<file path="config.mk">
export PLATFORM = sky130hd
export DESIGN_NAME = weight_pingpong_buffer
export DESIGN_NICKNAME = d
export VERILOG_FILES = /design/src/rtl/tpu_pkg.sv /design/src/rtl/weight_bank.sv /design/src/rtl/weight_pingpong_buffer.sv
export SDC_FILE = /design/constraint.sdc
export NUM_CORES = 1
export LEC_CHECK = 0
export ABC_AREA = 1
export ABC_CLOCK_PERIOD_IN_PS = 4380
export CAP_MARGIN = 20
export CORE_ASPECT_RATIO = 0.8
export CORE_MARGIN = 5
export CORE_UTILIZATION = 35
export CTS_CLUSTER_SIZE = 10
export DETAILED_ROUTE_END_ITERATION = 16
export GPL_TIMING_DRIVEN = 0
export HOLD_SLACK_MARGIN = 0.06
export PLACE_DENSITY_LB_ADDON = 0.08
export SLEW_MARGIN = 40
export SYNTH_ARGS = -nofsm -noshare
export SYNTH_HDL_FRONTEND = slang
export SYNTH_SLANG_ARGS = --single-unit
export TNS_END_PERCENT = 20
</file>
<file path="constraint.sdc">
create_clock -name clk -period 4.38 [get_ports clk]
set_input_delay 1.314 -clock clk [delete_from_list [all_inputs] [get_ports clk]]
set_output_delay 1.314 -clock clk [all_outputs]
set_load 0.01 [all_outputs]
</file>
<file path="src/rtl/tpu_pkg.sv">
// Shared types and helpers for the weight ping-pong buffer and its banks.
package tpu_pkg;

    localparam int WEIGHT_W = 8;

    typedef enum logic {
        LOAD = 1'b0,
        FULL = 1'b1
    } buf_state_t;

    // Bit offset of lane 'lane' inside a packed vector of 'width'-bit lanes.
    function automatic int lane_lsb(input int lane, input int width);
        return lane * width;
    endfunction

endpackage

</file>
<file path="src/rtl/weight_bank.sv">
// One weight bank: DEPTH x DATA_W registers, a single write port, a per-bank
// fill count, and LANES combinational read ports with mod-DEPTH wrap. Entries
// at or beyond the fill count read as zero so short loads come out zero-padded.
module weight_bank
    import tpu_pkg::*;
#(
    parameter int DATA_W = WEIGHT_W,
    parameter int DEPTH  = 4,
    parameter int LANES  = 4,
    parameter int ADDR_W = $clog2(DEPTH)
) (
    input  logic                    clk,
    input  logic                    rst,
    input  logic                    wr_en,
    input  logic [ADDR_W-1:0]       wr_addr,
    input  logic [DATA_W-1:0]       wr_data,
    input  logic                    cnt_en,
    input  logic [ADDR_W:0]         cnt_in,
    input  logic [ADDR_W-1:0]       rd_base,
    output logic [LANES*DATA_W-1:0] rd_lanes
);

    // Wide enough to hold rd_base + (LANES-1) before the modulo reduction.
    localparam int SUM_W = ADDR_W + 2;

    logic [DATA_W-1:0] mem_q [DEPTH];
    logic [DATA_W-1:0] mem_d [DEPTH];
    logic [ADDR_W:0]   count_q;
    logic [ADDR_W:0]   count_d;
    logic [SUM_W-1:0]  rd_idx;

    // Next-state for storage: one word written per cycle, count latched at end of load.
    always_comb begin
        mem_d   = mem_q;
        count_d = count_q;
        if (wr_en) begin
            mem_d[wr_addr] = wr_data;
        end
        if (cnt_en) begin
            count_d = cnt_in;
        end
    end

    // Storage registers; reset clears all data and the fill count.
    always_ff @(posedge clk or posedge rst) begin
        if (rst) begin
            for (int i = 0; i < DEPTH; i++) begin
                mem_q[i] <= '0;
            end
            count_q <= '0;
        end else begin
            mem_q   <= mem_d;
            count_q <= count_d;
        end
    end

    // Read window: lane k sees entry (rd_base + k) mod DEPTH, masked by the fill count.
    always_comb begin
        rd_lanes = '0;
        rd_idx   = '0;
        for (int k = 0; k < LANES; k++) begin
            rd_idx = (SUM_W'(rd_base) + SUM_W'(k)) % SUM_W'(DEPTH);
            if (rd_idx < SUM_W'(count_q)) begin
                rd_lanes[lane_lsb(k, DATA_W) +: DATA_W] = mem_q[rd_idx[ADDR_W-1:0]];
            end
        end
    end

endmodule

</file>
<file path="src/rtl/weight_pingpong_buffer.sv">
// Double-buffered weight store for the systolic array. The host fills the
// shadow bank while the array reads LANES-wide windows from the active bank;
// a level swap request exchanges the banks once the shadow bank is full.
module weight_pingpong_buffer
    import tpu_pkg::*;
#(
    parameter int DATA_W = WEIGHT_W,
    parameter int DEPTH  = 4,
    parameter int LANES  = 4,
    parameter int ADDR_W = $clog2(DEPTH)
) (
    input  logic                    clk,
    input  logic                    rst,
    input  logic                    load_valid,
    output logic                    load_ready,
    input  logic [DATA_W-1:0]       load_data,
    input  logic                    load_last,
    output logic                    shadow_full,
    input  logic                    swap_req,
    output logic                    swap_ack,
    output logic                    active_bank,
    input  logic                    rd_en,
    input  logic [ADDR_W-1:0]       rd_base,
    output logic [LANES*DATA_W-1:0] weights_out,
    output logic                    weights_valid
);

    localparam int PTR_W = ADDR_W + 1;

    buf_state_t              state_q, state_d;
    logic [PTR_W-1:0]        wr_ptr_q, wr_ptr_d;
    logic                    active_bank_q, active_bank_d;
    logic                    swap_ack_q, swap_ack_d;
    logic [LANES*DATA_W-1:0] weights_q, weights_d;
    logic                    weights_valid_q, weights_valid_d;

    logic                    accept;
    logic                    last_word;
    logic [PTR_W-1:0]        count_in;
    logic [LANES*DATA_W-1:0] lanes0, lanes1, active_lanes;

    assign accept    = load_valid && (state_q == LOAD);
    assign last_word = accept && (load_last || (wr_ptr_q == PTR_W'(DEPTH - 1)));
    assign count_in  = wr_ptr_q + PTR_W'(1);

    weight_bank #(
        .DATA_W(DATA_W), .DEPTH(DEPTH), .LANES(LANES), .ADDR_W(ADDR_W)
    ) u_bank0 (
        .clk      (clk),
        .rst      (rst),
        .wr_en    (accept && active_bank_q),
        .wr_addr  (wr_ptr_q[ADDR_W-1:0]),
        .wr_data  (load_data),
        .cnt_en   (last_word && active_bank_q),
        .cnt_in   (count_in),
        .rd_base  (rd_base),
        .rd_lanes (lanes0)
    );

    weight_bank #(
        .DATA_W(DATA_W), .DEPTH(DEPTH), .LANES(LANES), .ADDR_W(ADDR_W)
    ) u_bank1 (
        .clk      (clk),
        .rst      (rst),
        .wr_en    (accept && !active_bank_q),
        .wr_addr  (wr_ptr_q[ADDR_W-1:0]),
        .wr_data  (load_data),
        .cnt_en   (last_word && !active_bank_q),
        .cnt_in   (count_in),
        .rd_base  (rd_base),
        .rd_lanes (lanes1)
    );

    assign active_lanes = active_bank_q ? lanes1 : lanes0;

    // Shadow-side FSM and read capture; reads always see the pre-swap active bank.
    always_comb begin
        state_d         = state_q;
        wr_ptr_d        = wr_ptr_q;
        active_bank_d   = active_bank_q;
        swap_ack_d      = 1'b0;
        weights_d       = weights_q;
        weights_valid_d = rd_en;
        if (rd_en) begin
            weights_d = active_lanes;
        end
        case (state_q)
            LOAD: begin
                if (accept) begin
                    wr_ptr_d = wr_ptr_q + PTR_W'(1);
                    if (last_word) begin
                        state_d = FULL;
                    end
                end
            end
            FULL: begin
                if (swap_req) begin
                    active_bank_d = !active_bank_q;
                    swap_ack_d    = 1'b1;
                    wr_ptr_d      = '0;
                    state_d       = LOAD;
                end
            end
            default: state_d = LOAD;
        endcase
    end

    // Control and output registers; reset discards any partial load.
    always_ff @(posedge clk or posedge rst) begin
        if (rst) begin
            state_q         <= LOAD;
            wr_ptr_q        <= '0;
            active_bank_q   <= 1'b0;
            swap_ack_q      <= 1'b0;
            weights_q       <= '0;
            weights_valid_q <= 1'b0;
        end else begin
            state_q         <= state_d;
            wr_ptr_q        <= wr_ptr_d;
            active_bank_q   <= active_bank_d;
            swap_ack_q      <= swap_ack_d;
            weights_q       <= weights_d;
            weights_valid_q <= weights_valid_d;
        end
    end

    assign load_ready    = (state_q == LOAD);
    assign shadow_full   = (state_q == FULL);
    assign swap_ack      = swap_ack_q;
    assign active_bank   = active_bank_q;
    assign weights_out   = weights_q;
    assign weights_valid = weights_valid_q;

endmodule

</file>
# ---- Word-level counts from Yosys, hierarchy flattened
# Index checks and enable logic that the tools add are counted.
dict set report totals {
  mem_count 0
  inputBits 16
  reg_bits 109
  rom_bits 0
  latch_bits 0
  output_inout_bits 37
  mem_bits_rw 0
}
dict set report op_classes {
  n_bitwise 6
  order_cmp 14
  reduce_logical 11
  mux 46
  n_mul 0
  n_shift 0
  n_eq_ne 3
  n_addsub 4
  n_div 0
}
# operator n
set op_table {}
lappend op_table {{$mux W8} 25}
lappend op_table {{$bmux W8 S2} 8}
lappend op_table {{$bwmux W32} 2}
lappend op_table {{$mux W32} 1}
lappend op_table {{$lt A2 B3 Y1} 8}
lappend op_table {{$demux W8 S2} 1}
lappend op_table {{$ge A3 B3 Y1 const B} 5}
lappend op_table {{$not A2 Y3} 5}
lappend op_table {{$logic_and A1 B1 Y1} 7}
lappend op_table {{$mux W3} 2}
lappend op_table {{$pmux W3 S2} 1}
lappend op_table {{$mux W1} 5}
lappend op_table {{$add A2 B2 Y2 const B} 2}
lappend op_table {{$reduce_and A2 Y1} 2}
lappend op_table {{$add A3 B1 Y3 const B} 1}
lappend op_table {{$eq A3 B2 Y1 const B} 1}
lappend op_table {{$lt A3 B1 Y1 const B} 1}
lappend op_table {{$add A2 B1 Y2 const B} 1}
lappend op_table {{$ne A2 B1 Y1 const B} 1}
lappend op_table {{$ne A2 B2 Y1 const B} 1}
lappend op_table {{$pmux W1 S2} 1}
lappend op_table {{$logic_not A1 Y1} 1}
lappend op_table {{$logic_or A1 B1 Y1} 1}
lappend op_table {{$not A1 Y1} 1}

# ---- Logic depth before layout (Yosys ltp)
dict set report depth {
  word_depth 7
  depth_mapped 13
  ltp_nobuf 11
}

# ---- By module
# A second synthesis with hierarchy kept.
dict set report hier_totals {
  hier_cells 1112
  hier_area_um2 7151.9
}
# module area_per_inst_um2 cells_each instances
set by_module_without_submodules {}
lappend by_module_without_submodules {weight_bank 2478.6 401 2}
lappend by_module_without_submodules {weight_pingpong_buffer 2194.6 310 1}

# ---- Worst setup path after synthesis
# No wires, ideal clock.
dict set report synth_timing {
  kind {input port to flip-flop}
  start {input port rd_base[1]}
  end {register weights_q[29], in the netlist weights_out[29]}
  cell_stages 13
  n_path_buf 2
  required_time_ns 4.315
  arrival_time_ns 2.800
  slack_ns 1.515
  cell_sequence {buf_2 > inv_2 > nand2_1 > nand2_1 > buf_2 > ha_1 > nand3_1 > nand2_1 > nor2_1 > nand2_1 > nand2_1 > nand2_1 > nand2_1}
}
dict set report synth_between {
  elab_chain_cells 7
  elab_cells_between_ends 13
  classes_between {add/sub (1); order compare (2); mux (9); bitwise (1)}
}
# item line_no
set synth_lines {}
lappend synth_lines {{start, declared} weight_pingpong_buffer.sv:23} ;# input logic [ADDR_W-1:0] rd_base,
lappend synth_lines {{$add A2 B2 Y2 *} weight_bank.sv:62} ;# rd_idx = (SUM_W'(rd_base) + SUM_W'(k)) % SUM_W'(DEPTH);
lappend synth_lines {{$not A2 Y3 (not written as such)} weight_bank.sv:64} ;# rd_lanes[lane_lsb(k, DATA_W) +: DATA_W] = mem_q[rd_idx[ADDR_W-1:0]];
lappend synth_lines {{$bmux W8 S2} weight_bank.sv:64}
lappend synth_lines {{$mux W8 (not written as such) (2 in a row)} weight_bank.sv:64}
lappend synth_lines {{$mux W8} weight_bank.sv:63} ;# if (rd_idx < SUM_W'(count_q)) begin
lappend synth_lines {{$mux W32 *} weight_pingpong_buffer.sv:74} ;# assign active_lanes = active_bank_q ? lanes1 : lanes0;
lappend synth_lines {{end signal, assigned} weight_pingpong_buffer.sv:122} ;# weights_q <= weights_d;
lappend synth_lines {{end, declared} weight_pingpong_buffer.sv:34} ;# logic [LANES*DATA_W-1:0] weights_q, weights_d;
# Every way passes the cells marked *; elsewhere a longest branch is shown, timed or not. The select of a mux whose other input is x is not followed.
# A chain may end at the register's enable or synchronous reset.

# ---- Worst setup path in the final report
dict set report layout_timing {
  start {input port rd_base[1]}
  end {register weights_q[17], in the netlist weights_out[17]}
}
# The elaborated chain is that of the path after synthesis.

==> flow_summary.html <==
<table>
<tr><th>Metric</th><th>Value</th></tr>
<tr><th colspan="2">Cells and area</th></tr>
<tr><td>Post-Layout Inst Area</td><td>0.00744 mm2</td></tr>
<tr><td>Multi-input gate area in the final layout</td><td>0.00316 mm2</td></tr>
<tr><td>Sequential Area</td><td>0.00273 mm2</td></tr>
<tr><td>Antenna diodes</td><td>0</td></tr>
<tr><td>Share of post-route cells with drive strength above 1</td><td>0.0525</td></tr>
<tr><td>Area growth, synth to finish</td><td>17.8%</td></tr>
<tr><td>Final cell utilization of the core</td><td>0.415</td></tr>
<tr><td>Commonest non-fill, non-tap cell in the layout</td><td>nand2_1</td></tr>
<tr><td>Top library cells by usage in the layout, fill and taps aside</td><td>nand2_1, dfrtp_1, o21ai_0</td></tr>
<tr><td>Final cell count without fillers</td><td>1258</td></tr>
<tr><td>Fillers</td><td>1953</td></tr>
<tr><td>Fin nets</td><td>1052</td></tr>
<tr><th colspan="2">STA</th></tr>
<tr><td>Worst slew margin relative to its limit</td><td>0.501</td></tr>
<tr><td>Setup TNS Final</td><td>0 ps</td></tr>
<tr><td>Unrepaired setup endpoints after global routing</td><td>false</td></tr>
<tr><td>Slew at the pin closest to its max-slew limit</td><td>749 ps</td></tr>
<tr><td>Largest clock skew in the final design</td><td>10.1 ps</td></tr>
<tr><td>Number of failing setup endpoints in the final timing report</td><td>0</td></tr>
<tr><td>Max Clock Freq</td><td>0.265 GHz</td></tr>
<tr><td>Final period util</td><td>0.861</td></tr>
<tr><td>Worst Hold Margin</td><td>480 ps</td></tr>
<tr><td>Shortest period the worst path allows</td><td>3770 ps</td></tr>
<tr><td>Count of final max-slew check failures</td><td>0</td></tr>
<tr><td>Number of failing hold endpoints at the final stage</td><td>0</td></tr>
<tr><td>Worst path setup slack after routing</td><td>608 ps</td></tr>
<tr><th colspan="2">Clocking</th></tr>
<tr><td>Maximum level of the CTS H-tree</td><td>3</td></tr>
<tr><td>Post-CTS Setup Repair Bufs</td><td>0</td></tr>
<tr><td>Number of clock sinks</td><td>109</td></tr>
<tr><td>Clk pin slew, worst setup/hold paths</td><td>70 ps</td></tr>
<tr><td>Clock root cell</td><td>clkbuf_16</td></tr>
<tr><td>CTS hold repair buffers</td><td>0</td></tr>
<tr><td>Post-CTS resize count</td><td>0</td></tr>
<tr><td>Clk Latency, worst-skew pair</td><td>370 ps</td></tr>
<tr><td>Number of buffers created by CTS</td><td>9</td></tr>
<tr><td>Max Root-Sink Buffers</td><td>2</td></tr>
<tr><td>CTS tree</td><td>yes</td></tr>
<tr><th colspan="2">Placement</th></tr>
<tr><td>Placed inst area</td><td>0.00715 mm2</td></tr>
<tr><td>DP HPWL</td><td>16100 um</td></tr>
<tr><td>Number of I/O port buffers</td><td>51</td></tr>
<tr><td>DP Worst Slack</td><td>262 ps</td></tr>
<tr><td>Routability congestion estimate from global placement</td><td>0.920</td></tr>
<tr><td>Number of instances in the placed design</td><td>1242</td></tr>
<tr><th colspan="2">Detailed routing</th></tr>
<tr><td>Post-detailed-routing wire length</td><td>20600 um</td></tr>
<tr><td>Routed Antenna Nets</td><td>0</td></tr>
<tr><td>Via density</td><td>4.80</td></tr>
<tr><td>WL per Instance</td><td>16.4 um</td></tr>
<tr><td>1st-pass router iterations</td><td>5</td></tr>
<tr><td>Count of vias placed by the detailed router</td><td>6042</td></tr>
<tr><td>DR DRC count</td><td>0</td></tr>
<tr><td>Violation count after the first detailed-route iteration</td><td>477</td></tr>
<tr><th colspan="2">GRT</th></tr>
<tr><td>Maximum number of pins on one net before global-route repair</td><td>74</td></tr>
<tr><td>Antenna violations before repair</td><td>0</td></tr>
<tr><td>Via count of the first global-routing pass</td><td>5433</td></tr>
<tr><td>First-pass GRT wire length</td><td>32100 um</td></tr>
<tr><td>Tot GR Track Use</td><td>0.202</td></tr>
<tr><td>Total gr overflow</td><td>0</td></tr>
<tr><th colspan="2">Worst hold path</th></tr>
<tr><td>Class of the worst hold path</td><td>register to register</td></tr>
<tr><th colspan="2">Setup path</th></tr>
<tr><td>Critical Path Sink Type</td><td>register</td></tr>
<tr><td>Required time of the critical path</td><td>4680 ps</td></tr>
<tr><td>Flop2flop setup slack</td><td>2590 ps</td></tr>
<tr><td>Critical path data arrival time</td><td>4080 ps</td></tr>
<tr><td>Launching element type of the critical path</td><td>input pin</td></tr>
<tr><td>Critical setup path kind</td><td>input pin to register</td></tr>
<tr><td>CP Max Fanout</td><td>11</td></tr>
<tr><th colspan="2">Die</th></tr>
<tr><td>I/O pin total</td><td>53</td></tr>
<tr><td>Floorplan die width</td><td>160 um</td></tr>
<tr><td>Floorplan core area</td><td>0.0179 mm2</td></tr>
<tr><td>Die Y-Extent</td><td>130 um</td></tr>
<tr><td>Starting Density</td><td>0.352</td></tr>
<tr><td>Full die area</td><td>0.0208 mm2</td></tr>
<tr><td>Core Rows</td><td>44</td></tr>
<tr><th colspan="2">Synthesis</th></tr>
<tr><td>Multiplexer fraction of the synthesized cell area</td><td>0</td></tr>
<tr><td>Synthesis-stage register bit count</td><td>109</td></tr>
<tr><td>Share of synthesized cell area in full adder, half adder and majority cells</td><td>0.0258</td></tr>
<tr><td>Largest family of logic cells by synthesized area</td><td>simple AND/OR/NAND/NOR gates</td></tr>
<tr><td>Synthesized Nets</td><td>989</td></tr>
<tr><td>Simple-gate area share of the yosys netlist</td><td>0.396</td></tr>
<tr><td>Share of synthesized area occupied by flip-flops and latches</td><td>0.432</td></tr>
<tr><td>Share of the synthesized netlist area taken by xor and xnor gates</td><td>0.00139</td></tr>
<tr><td>Yosys cell types</td><td>21</td></tr>
<tr><td>Area of the mapped netlist</td><td>0.00632 mm2</td></tr>
<tr><td>Compound-Gate Fraction of Synth Area</td><td>0.0765</td></tr>
<tr><td>Post-Syn Instances</td><td>960</td></tr>
<tr><td>Mean post-synth cell area</td><td>6.58 um2</td></tr>
<tr><td>Warnings from Yosys</td><td>0</td></tr>
<tr><th colspan="2">Power and ir drop</th></tr>
<tr><td>Power share of the sequential group</td><td>0.390</td></tr>
<tr><td>Combinational share of power</td><td>0.438</td></tr>
<tr><td>Cell leakage power</td><td>4.02 nW</td></tr>
<tr><td>VDD IR max</td><td>0.268 mV</td></tr>
<tr><td>Sw power</td><td>2.11 mW</td></tr>
<tr><td>Switching part of the total power</td><td>0.444</td></tr>
<tr><td>Cell-internal power</td><td>2.65 mW</td></tr>
<tr><td>Relative contribution of the clock network to total power</td><td>0.172</td></tr>
<tr><td>Post-route total power</td><td>4.76 mW</td></tr>
<tr><td>Areal power density over the cells</td><td>640 mW/mm2</td></tr>
<tr><th colspan="2">Status</th></tr>
<tr><td>Result of the run</td><td>complete, no violations</td></tr>
<tr><th colspan="2">Run</th></tr>
<tr><td>Max cap viols</td><td>0</td></tr>
</table>
sequential cells by signal, indices dropped and copies added (netlist names):
register	flops
active_bank	1
shadow_full	1
swap_ack	1
u_bank0.count_q	3
u_bank0.mem_q	32
u_bank1.count_q	3
u_bank1.mem_q	32
weights_out	32
weights_valid	1
wr_ptr_q	3
cells by family (layout without fill, tap and decap cells):
| group | Yosys count | in the layout |
|---|---|---|
| fa+ha+maj | 13 | 13 |
| buf+inv | 98 | 166 |
| flops | 109 | 109 |
| simple gates | 643 | 643 |
| xor+xnor | 1 | 1 |
| compound gates | 96 | 96 |
layout make-up:
cell class                      instances  share of cell area
Sequential cell                       109               0.366
Clock buffer                            9              0.0303
Buffer                                 43              0.0303
Clock inverter                          7             0.00925
Multi-Input combinational cell        753               0.424
Tap cell                              230              0.0387
Inverter                               55              0.0287
Timing Repair Buffer                   52              0.0723
synth_stat cells (all sizes together):
master	n	share of area
xor2	1	0.0014
and2	4	0.0040
clkbuf	16	0.0095
ha	13	0.026
buf	27	0.026
inv	55	0.033
nand3	49	0.039
o22ai	2	0.0020
or2	1	0.00099
nand2	572	0.34
o21ai	92	0.073
nor2	17	0.012
a21oi	2	0.0016
dfrtp	109	0.43
critical path: stages:
cell	delay, ps
clkdlybuf4s50_1	470
buf_2	220
inv_2	150
clkbuf_1	590
ha_1	360
inv_1	50
nor2_1	30
nand2_1	50
nand2_1	60
nor2_2	370
nand2_1	110
nand2_1	140
nand2_1	70
nand2_1	60
path summary, 6_finish.rpt:
kind	startpoint	end	depth (start not counted)
max reg2reg	u_bank1.count_q[1]	weights_out[1]	10
max in group asynchronous	rst	u_bank1.mem_q[31]	3
min in group asynchronous	rst	weights_out[18]	2
max	rd_base[1]	weights_out[17]	14
min reg2reg	weights_out[29]	weights_out[29]	2
min	weights_out[29]	weights_out[29]	2
power by group through the flow:
| stage | clock network [mW] | logic, mW | registers (mW) |
|---|---|---|---|
| 2_1_floorplan | 0 | 1.25 | 1.77 |
| 3_5_place_dp | 0 | 2.08 | 1.86 |
| 4_1_cts | 0.840 | 2.09 | 1.84 |
| 3_3_place_gp | 0 | 2.07 | 1.85 |
| 5_1_grt | 0.877 | 2.36 | 1.90 |
| 6_report | 0.818 | 2.09 | 1.86 |
metal layers:
metal	up-vias	track usage	part of all wire
met5	-	0	0
met1	2745	0.312	0.52
met2	181	0.290	0.40
met4	0	0.0546	0.013
li1	3097	-	-
met3	19	0.0328	0.062
Power figures use the tool's default switching activity.
